--- src/rtl/tlc_pkg.sv ---
// Shared definitions for the traffic-light controller slice: the loop-sensor
// FSM state encoding and the light codes used by the controller.
package tlc_pkg;

   typedef enum logic [2:0] {
      IDLE,
      QUAL,
      PRESENT,
      HOLD,
      FAULT
   } sensor_state_t;

   localparam logic [1:0] GREEN  = 2'b00;
   localparam logic [1:0] YELLOW = 2'b01;
   localparam logic [1:0] RED    = 2'b10;

endpackage

--- src/rtl/sync_2ff.sv ---
// Two-flop synchroniser for a single asynchronous level, cleared by reset.
module sync_2ff (
   input  logic clk,
   input  logic rst_n,
   input  logic d,
   output logic q
);

   logic meta;

   // Two back-to-back flops; the first may go metastable, the second settles it.
   always_ff @(posedge clk or negedge rst_n) begin
      if (!rst_n) begin
         meta <= 1'b0;
         q    <= 1'b0;
      end else begin
         meta <= d;
         q    <= meta;
      end
   end

endmodule

--- src/rtl/vehicle_sensor_conditioner.sv ---
// Farm-road loop conditioner: synchronises the raw loop level, debounces
// arrivals, holds the request across short gaps, flags a stuck loop and
// counts qualified vehicle arrivals.
module vehicle_sensor_conditioner
   import tlc_pkg::*;
#(
   parameter int DEBOUNCE_CYC = 4,
   parameter int HOLD_CYC     = 8,
   parameter int STUCK_CYC    = 1000
) (
   input  logic        clk,
   input  logic        rst_n,
   input  logic        loop_raw,
   output logic        sensor,
   output logic        fault,
   output logic [15:0] vehicle_cnt
);

   localparam int QW = $clog2(DEBOUNCE_CYC + 1);
   localparam int HW = $clog2(HOLD_CYC + 1);
   localparam int SW = $clog2(STUCK_CYC + 1);

   localparam logic [QW-1:0] QUAL_LAST = QW'(DEBOUNCE_CYC - 1);
   localparam logic [HW-1:0] HOLD_LAST = HW'(HOLD_CYC - 1);
   localparam logic [SW-1:0] STK_LAST  = SW'(STUCK_CYC - 1);
   localparam logic [SW-1:0] STK_MAX   = SW'(STUCK_CYC);

   logic          loop_s;
   logic          stuck_hit;
   sensor_state_t state;
   logic [QW-1:0] qual_cnt;
   logic [HW-1:0] hold_cnt;
   logic [SW-1:0] stuck_cnt;

   sync_2ff u_sync (
      .clk   (clk),
      .rst_n (rst_n),
      .d     (loop_raw),
      .q     (loop_s)
   );

   // The stuck counter reaches its limit on this edge.
   assign stuck_hit = loop_s && (stuck_cnt == STK_LAST);

   // Run length of consecutive high samples, saturating at the stuck limit.
   always_ff @(posedge clk or negedge rst_n) begin
      if (!rst_n) begin
         stuck_cnt <= '0;
      end else if (!loop_s) begin
         stuck_cnt <= '0;
      end else if (stuck_cnt != STK_MAX) begin
         stuck_cnt <= stuck_cnt + SW'(1);
      end
   end

   // Presence FSM with registered sensor/fault outputs and arrival counter.
   // qual_cnt doubles as the low-sample counter while in FAULT.
   always_ff @(posedge clk or negedge rst_n) begin
      if (!rst_n) begin
         state       <= IDLE;
         qual_cnt    <= '0;
         hold_cnt    <= '0;
         sensor      <= 1'b0;
         fault       <= 1'b0;
         vehicle_cnt <= '0;
      end else begin
         case (state)
            IDLE: begin
               sensor <= 1'b0;
               fault  <= 1'b0;
               if (loop_s) begin
                  if (DEBOUNCE_CYC == 1) begin
                     // Single-sample debounce: the qualification completes here.
                     state       <= PRESENT;
                     sensor      <= 1'b1;
                     qual_cnt    <= '0;
                     vehicle_cnt <= vehicle_cnt + 16'd1;
                  end else begin
                     state    <= QUAL;
                     qual_cnt <= QW'(1);
                  end
               end
            end

            QUAL: begin
               if (stuck_hit) begin
                  state    <= FAULT;
                  sensor   <= 1'b0;
                  fault    <= 1'b1;
                  qual_cnt <= '0;
               end else if (!loop_s) begin
                  state    <= IDLE;
                  qual_cnt <= '0;
               end else if (qual_cnt == QUAL_LAST) begin
                  state       <= PRESENT;
                  sensor      <= 1'b1;
                  qual_cnt    <= '0;
                  vehicle_cnt <= vehicle_cnt + 16'd1;
               end else begin
                  qual_cnt <= qual_cnt + QW'(1);
               end
            end

            PRESENT: begin
               if (stuck_hit) begin
                  state    <= FAULT;
                  sensor   <= 1'b0;
                  fault    <= 1'b1;
                  qual_cnt <= '0;
                  hold_cnt <= '0;
               end else if (!loop_s) begin
                  if (HOLD_CYC == 1) begin
                     state  <= IDLE;
                     sensor <= 1'b0;
                  end else begin
                     state    <= HOLD;
                     hold_cnt <= HW'(1);
                  end
               end
            end

            HOLD: begin
               if (stuck_hit) begin
                  state    <= FAULT;
                  sensor   <= 1'b0;
                  fault    <= 1'b1;
                  qual_cnt <= '0;
                  hold_cnt <= '0;
               end else if (loop_s) begin
                  state    <= PRESENT;
                  hold_cnt <= '0;
               end else if (hold_cnt == HOLD_LAST) begin
                  state    <= IDLE;
                  sensor   <= 1'b0;
                  hold_cnt <= '0;
               end else begin
                  hold_cnt <= hold_cnt + HW'(1);
               end
            end

            FAULT: begin
               sensor <= 1'b0;
               fault  <= 1'b1;
               if (loop_s) begin
                  qual_cnt <= '0;
               end else if (qual_cnt == QUAL_LAST) begin
                  state    <= IDLE;
                  fault    <= 1'b0;
                  qual_cnt <= '0;
               end else begin
                  qual_cnt <= qual_cnt + QW'(1);
               end
            end

            default: begin
               state    <= IDLE;
               sensor   <= 1'b0;
               fault    <= 1'b0;
               qual_cnt <= '0;
               hold_cnt <= '0;
            end
         endcase
      end
   end

endmodule

--- config.mk ---
export PLATFORM = sky130hd
export DESIGN_NAME = vehicle_sensor_conditioner
export DESIGN_NICKNAME = d
export VERILOG_FILES = /design/src/rtl/tlc_pkg.sv /design/src/rtl/sync_2ff.sv /design/src/rtl/vehicle_sensor_conditioner.sv
export SDC_FILE = /design/constraint.sdc
export NUM_CORES = 1
export LEC_CHECK = 0
export BUFFER_PORTS_ARGS = -buffer_cell sky130_fd_sc_hd__buf_2
export CORE_AREA = 2 2 72 74
export CTS_BUF_LIST = sky130_fd_sc_hd__clkbuf_4 sky130_fd_sc_hd__clkbuf_8
export CTS_CLUSTER_DIAMETER = 120
export DETAILED_ROUTE_END_ITERATION = 10
export DIE_AREA = 0 0 74 76
export GPL_ROUTABILITY_DRIVEN = 1
export PLACE_DENSITY = 0.74
export SYNTH_ARGS = -nofsm -noshare
export SYNTH_HDL_FRONTEND = slang
export SYNTH_SLANG_ARGS = --single-unit
--- constraint.sdc ---
create_clock -name clk -period 1.83 [get_ports clk]
set_clock_uncertainty 0.2 [all_clocks]
set_input_delay 0.183 -clock clk [delete_from_list [all_inputs] [get_ports clk]]
set_output_delay 0.183 -clock clk [all_outputs]
set_load 0.02 [all_outputs]
* Yosys cells after proc, flatten, opt, wreduce, memory -nomap -nowiden *
Index checks and enable logic that the tools add are counted.

cells by class
  add/sub/neg operators = 4
  equality and inequality tests = 22
  muxes and demuxes = 38
  bitwise operators = 2
  reduce and logical (&&, ||, !) cells = 10

operator list
  cell                     number
  $mux W3                  16
  $mux W10                 2
  $mux W4                  5
  $add A16 B1 Y16 const B  1
  $pmux W3 S5              1
  $ne A3 B3 Y1 const B     4
  $pmux W3 S4              1
  $pmux W4 S3              1
  $add A10 B1 Y10 const B  1
  $eq A10 B10 Y1 const B   1
  $mux W1                  10
  $ne A10 B10 Y1 const B   1
  $eq A3 B2 Y1 const B     3
  $ne A2 B2 Y1 const B     4
  $ne A2 B1 Y1 const B     3
  $reduce_and A6 Y1        1
  $reduce_or A3 Y1         2
  $reduce_and A5 Y1        1
  $add A4 B1 Y4 const B    1
  $eq A4 B3 Y1 const B     1
  $ne A4 B3 Y1 const B     1
  $ne A4 B4 Y1 const B     1
  $reduce_and A2 Y1        2
  $reduce_and A4 Y1        1
  10 further kinds         11

storage, ports and cells
  flip-flop bits (word level) = 40
  input bits = 3
  output and inout port bits = 18
  logic and storage cells = 85

* Logic depth before layout (Yosys ltp) *
  depth in word-level cells = 5
  gate-level depth with buffers = 7
  depth with buffers taken out = 6

* Modules after synthesis *
Synthesis repeated with hierarchy kept, for this count alone.

second synthesis, totals
  cell total of the unflattened synthesis = 208
  area total of the unflattened synthesis = 2190.9 um^2

modules (own cells, without submodules)
  module                      instances  cells an instance  area an instance (um^2)  sequential area each (um^2)
  vehicle_sensor_conditioner  1          206                2140.8                   950.9
  sync_2ff                    1          2                  50.0                     50.0

* Worst setup path after synthesis *
Ideal clock, no wire load.

  path kind = register -> register
  start point = reg stuck_cnt[0]
  end point = reg vehicle_cnt[1]
  library setup time = 0.127 ns
  arrival time = 1.643 ns
  data required time = 1.503 ns
  path slack = -0.141 ns
  cell stages (with the launch flop) = 6
  path buffers = 1
  clock period less this slack = 1.971 ns
  cells stage by stage = dfrtp_1 -> ha_1 -> and3b_1 -> buf_6 -> a311oi_4 -> mux2_1

between the ends
  word-level cells in the longest chain between the ends = 4

RTL lines
  item                         RTL line                          text
  start, declared              vehicle_sensor_conditioner.sv:33  logic [SW-1:0] stuck_cnt;
  start signal, assigned       vehicle_sensor_conditioner.sv:52  stuck_cnt <= stuck_cnt + SW'(1);
  $eq A10 B10 Y1               vehicle_sensor_conditioner.sv:43  assign stuck_hit = loop_s && (stuck_cnt == STK_LAST);
  $logic_and A1 B1 Y1          vehicle_sensor_conditioner.sv:43
  $not A1 Y1 (no line)         n/a
  $reduce_and A4 Y1 (no line)  n/a
  end signal, assigned         vehicle_sensor_conditioner.sv:77  vehicle_cnt <= vehicle_cnt + 16'd1;
  end signal, assigned         vehicle_sensor_conditioner.sv:98  vehicle_cnt <= vehicle_cnt + 16'd1;
  end, declared                vehicle_sensor_conditioner.sv:16  output logic [15:0] vehicle_cnt

Every way passes these cells.
A chain may end at the register's enable or synchronous reset.

* Worst setup path in the final report *
  start point = reg stuck_cnt[0]
  end point = reg vehicle_cnt[3]

Same word-level chain as after synthesis.

==> flow_summary.json <==
{
  "ys_types": 47,
  "synth_xor_xnor_area_share_pct": 9.91,
  "cp_max_fo": 6,
  "hold_depth": 0,
  "relSlewSlack_pct": 69.4,
  "grt_start_max_net_pins": 23,
  "drc": 0,
  "dr.pass1.iters": 4,
  "async_reset_ff_share_pct": 100,
  "worst_ir_drop_vdd_v": 0.000421,
  "routedWlPerCell_um": 15.2,
  "final_antenna_net_count": 0,
  "syn_avg_cell_area_um2": 10.4,
  "ys_seq_area_share_pct": 47.2,
  "tightest_slew_ns": 0.459,
  "setup.worst_path.class": "reg -> reg",
  "clock_sinks": 40,
  "hold_path_class": "reg -> reg",
  "grt_pass1_wl_um": 7990,
  "whs_ns": 0.155,
  "core_area_um2": 4910,
  "first_global_vias": 1784,
  "io_buffers": 20,
  "slew_viol_final": 0,
  "rows": 26,
  "wl_um": 5150,
  "hold_violations": 0,
  "utilization_pct": 59.2,
  "p_leak_nw": 1.32,
  "cp.required_ns": 1.81,
  "yosys_warnings": 0,
  "nFillCells": 397,
  "crit_path_end_kind": "flop",
  "synth_compound_area_share_pct": 9.85,
  "grt_overflow": 0,
  "clk_latency_ns": 0.29,
  "cp.arrival_ns": 1.87,
  "synth_top_area_share_pct": 47.2,
  "synth_area_um2": 2120,
  "num_vias": 1848,
  "run_status": "complete, but fails checks",
  "final.period_utilization_pct": 103,
  "fin_crit_ns": 1.89,
  "die_w_um": 74,
  "synth_commonest_cells": "40 x dfrtp_1, 17 x nor2_1, 16 x xnor2_1",
  "synthAdderAreaFrac_pct": 2.95,
  "yosys_register_bits": 40,
  "worst_slack_ns": -0.0561,
  "synth.net_count": 212,
  "ios": 21,
  "clockBufferDepth": 2,
  "yosys.area_share.simple_pct": 25.4,
  "gp_congestion": 0.789,
  "cts_tree": "done",
  "fin_area_um2": 2910,
  "ys_top_cells_by_area": "dfrtp_1 47%, xnor2_1 6.6%, nand4_1 3.5%, xor2_1 3.3%, nor2_1 3.0%",
  "routed_via_density": 5.44,
  "h-tree-depth": 2,
  "fin_nets": 277,
  "maxCapViolations": 0,
  "dpl-instance-area_um2": 2500,
  "yosys.area.top_type": "dfrtp_1",
  "start_util_pct": 43.2,
  "antenna_found_initial": 0,
  "cts_buffers": 5,
  "synth_top_family_by_area": "simple AND/OR/NAND/NOR gates",
  "synthMuxAreaShare_pct": 1.53,
  "grt_usage_pct": 17.7,
  "synth_edf_count": 0,
  "fmax_ghz": 0.530,
  "drive_gt1_share_pct": 40.0,
  "n_antenna_cell": 0,
  "reg2regPathDepth": 5,
  "place_hpwl_um": 3190,
  "drt-initial-drc-count": 135,
  "dieArea_um2": 5620,
  "cts.clk_slew.worst_paths_ns": 0.08,
  "yosysMostFrequentCell": "dfrtp_1",
  "areaGrowthSynthToFinish_pct": 37.1,
  "synthCells": 204,
  "rsz0062_at_grt": "yes",
  "power.density_nw_per_um2": 1000,
  "root_buffer": "clkbuf_8",
  "synth_ff_type": "dfrtp_1",
  "preCtsSetupSlack_ns": -0.112,
  "setup_violations": 8,
  "cp-start-kind": "flop",
  "die_h_um": 76,
  "violations": "negative setup slack"
}
report_power, final:
part / leakage (nW) / total (mW) / switching [mW] / internal (mW)
clock network: 0.0541 / 0.723 / 0.320 / 0.404
logic: 0.726 / 1.13 / 0.565 / 0.565
registers: 0.540 / 1.06 / 0.0813 / 0.982
routing by layer:
metal	up-vias	track usage, %	part of all wire (%)
met5	-	0	0
met2	62	28.6	51
met3	19	4.10	4.4
met1	897	22.8	41
li1	870	-	-
met4	0	6.55	3.3
through the flow:
stage | total power [mW] | TNS [ns] | cells
after floorplan | 1.57 | -0.131 | 204
after global placement | 1.81 | -0.103 | 315
after detailed placement | 1.83 | -0.415 | 315
after CTS | 2.65 | -0.0137 | 328
after global routing | 3.07 | -0.967 | 340
final | 2.92 | -0.200 | 340
worst max-delay path, cell delays in order, from the launching register on:
cell	delay, ns
dfrtp_1	0.40
ha_2	0.19
and3b_2	0.26
a311oi_4	0.36
nand4_1	0.19
xnor2_1	0.16
sequential cells by signal (all words and copies together) (netlist names):
signal	flops
vehicle_cnt	16
stuck_cnt	10
hold_cnt	4
qual_cnt	3
state	3
fault	1
sensor	1
u_sync.meta	1
u_sync.q	1
final timing paths:
kind                         startpoint        endpoint  slack, ns
setup / recovery           stuck_cnt[0]  vehicle_cnt[3]      -0.06
hold / removal              u_sync.meta        u_sync.q       0.16
setup reg to reg           stuck_cnt[0]  vehicle_cnt[3]      -0.06
hold reg to reg             u_sync.meta        u_sync.q       0.16
max in group asynchronous         rst_n  vehicle_cnt[1]       0.78
min in group asynchronous         rst_n  vehicle_cnt[5]       0.17
logic make-up (layout without fill, tap and decap cells):
logic type | Yosys count | in the layout
XOR/XNOR | 24 | 24
flip-flops | 40 | 40
AND/OR/NAND/NOR | 90 | 90
multiplexers | 3 | 3
AO/OA/AOI/OAI | 28 | 28
adder cells (fa/ha/maj) | 5 | 5
buffers and inverters | 14 | 80
what timing repair did:
item,CTS,global route
hold buffers,2,0
hold endpoints to repair,41,0
resized for setup,11,28
endpoints found under the setup margin,8,22
buffers inserted,3,12
pin swaps,7,14
area by class of cell:
type / instances / area (µm²) / share of cell area [%]
Sequential cell: 40 / 1000 / 34.5
Clock buffer: 5 / 68.8 / 2.37
Timing Repair Buffer: 67 / 479 / 16.5
Clock inverter: 3 / 42.5 / 1.46
Multi-Input combinational cell: 150 / 1210 / 41.5
Tap cell: 70 / 87.6 / 3.01
Inverter: 5 / 18.8 / 0.645
layout by cell type (no fill, tap or decap), drive strengths merged, types with 5 or more instances in the layout:
master and count:
nand2 11, dfrtp 40, o21ai 5, a31oi 7
xnor2 16, nand4 12, ha 5, nor2 17
clkbuf 6, inv 5, nand3 13, buf 64
and3 5, xor2 8
Power figures use the tool's default switching activity.
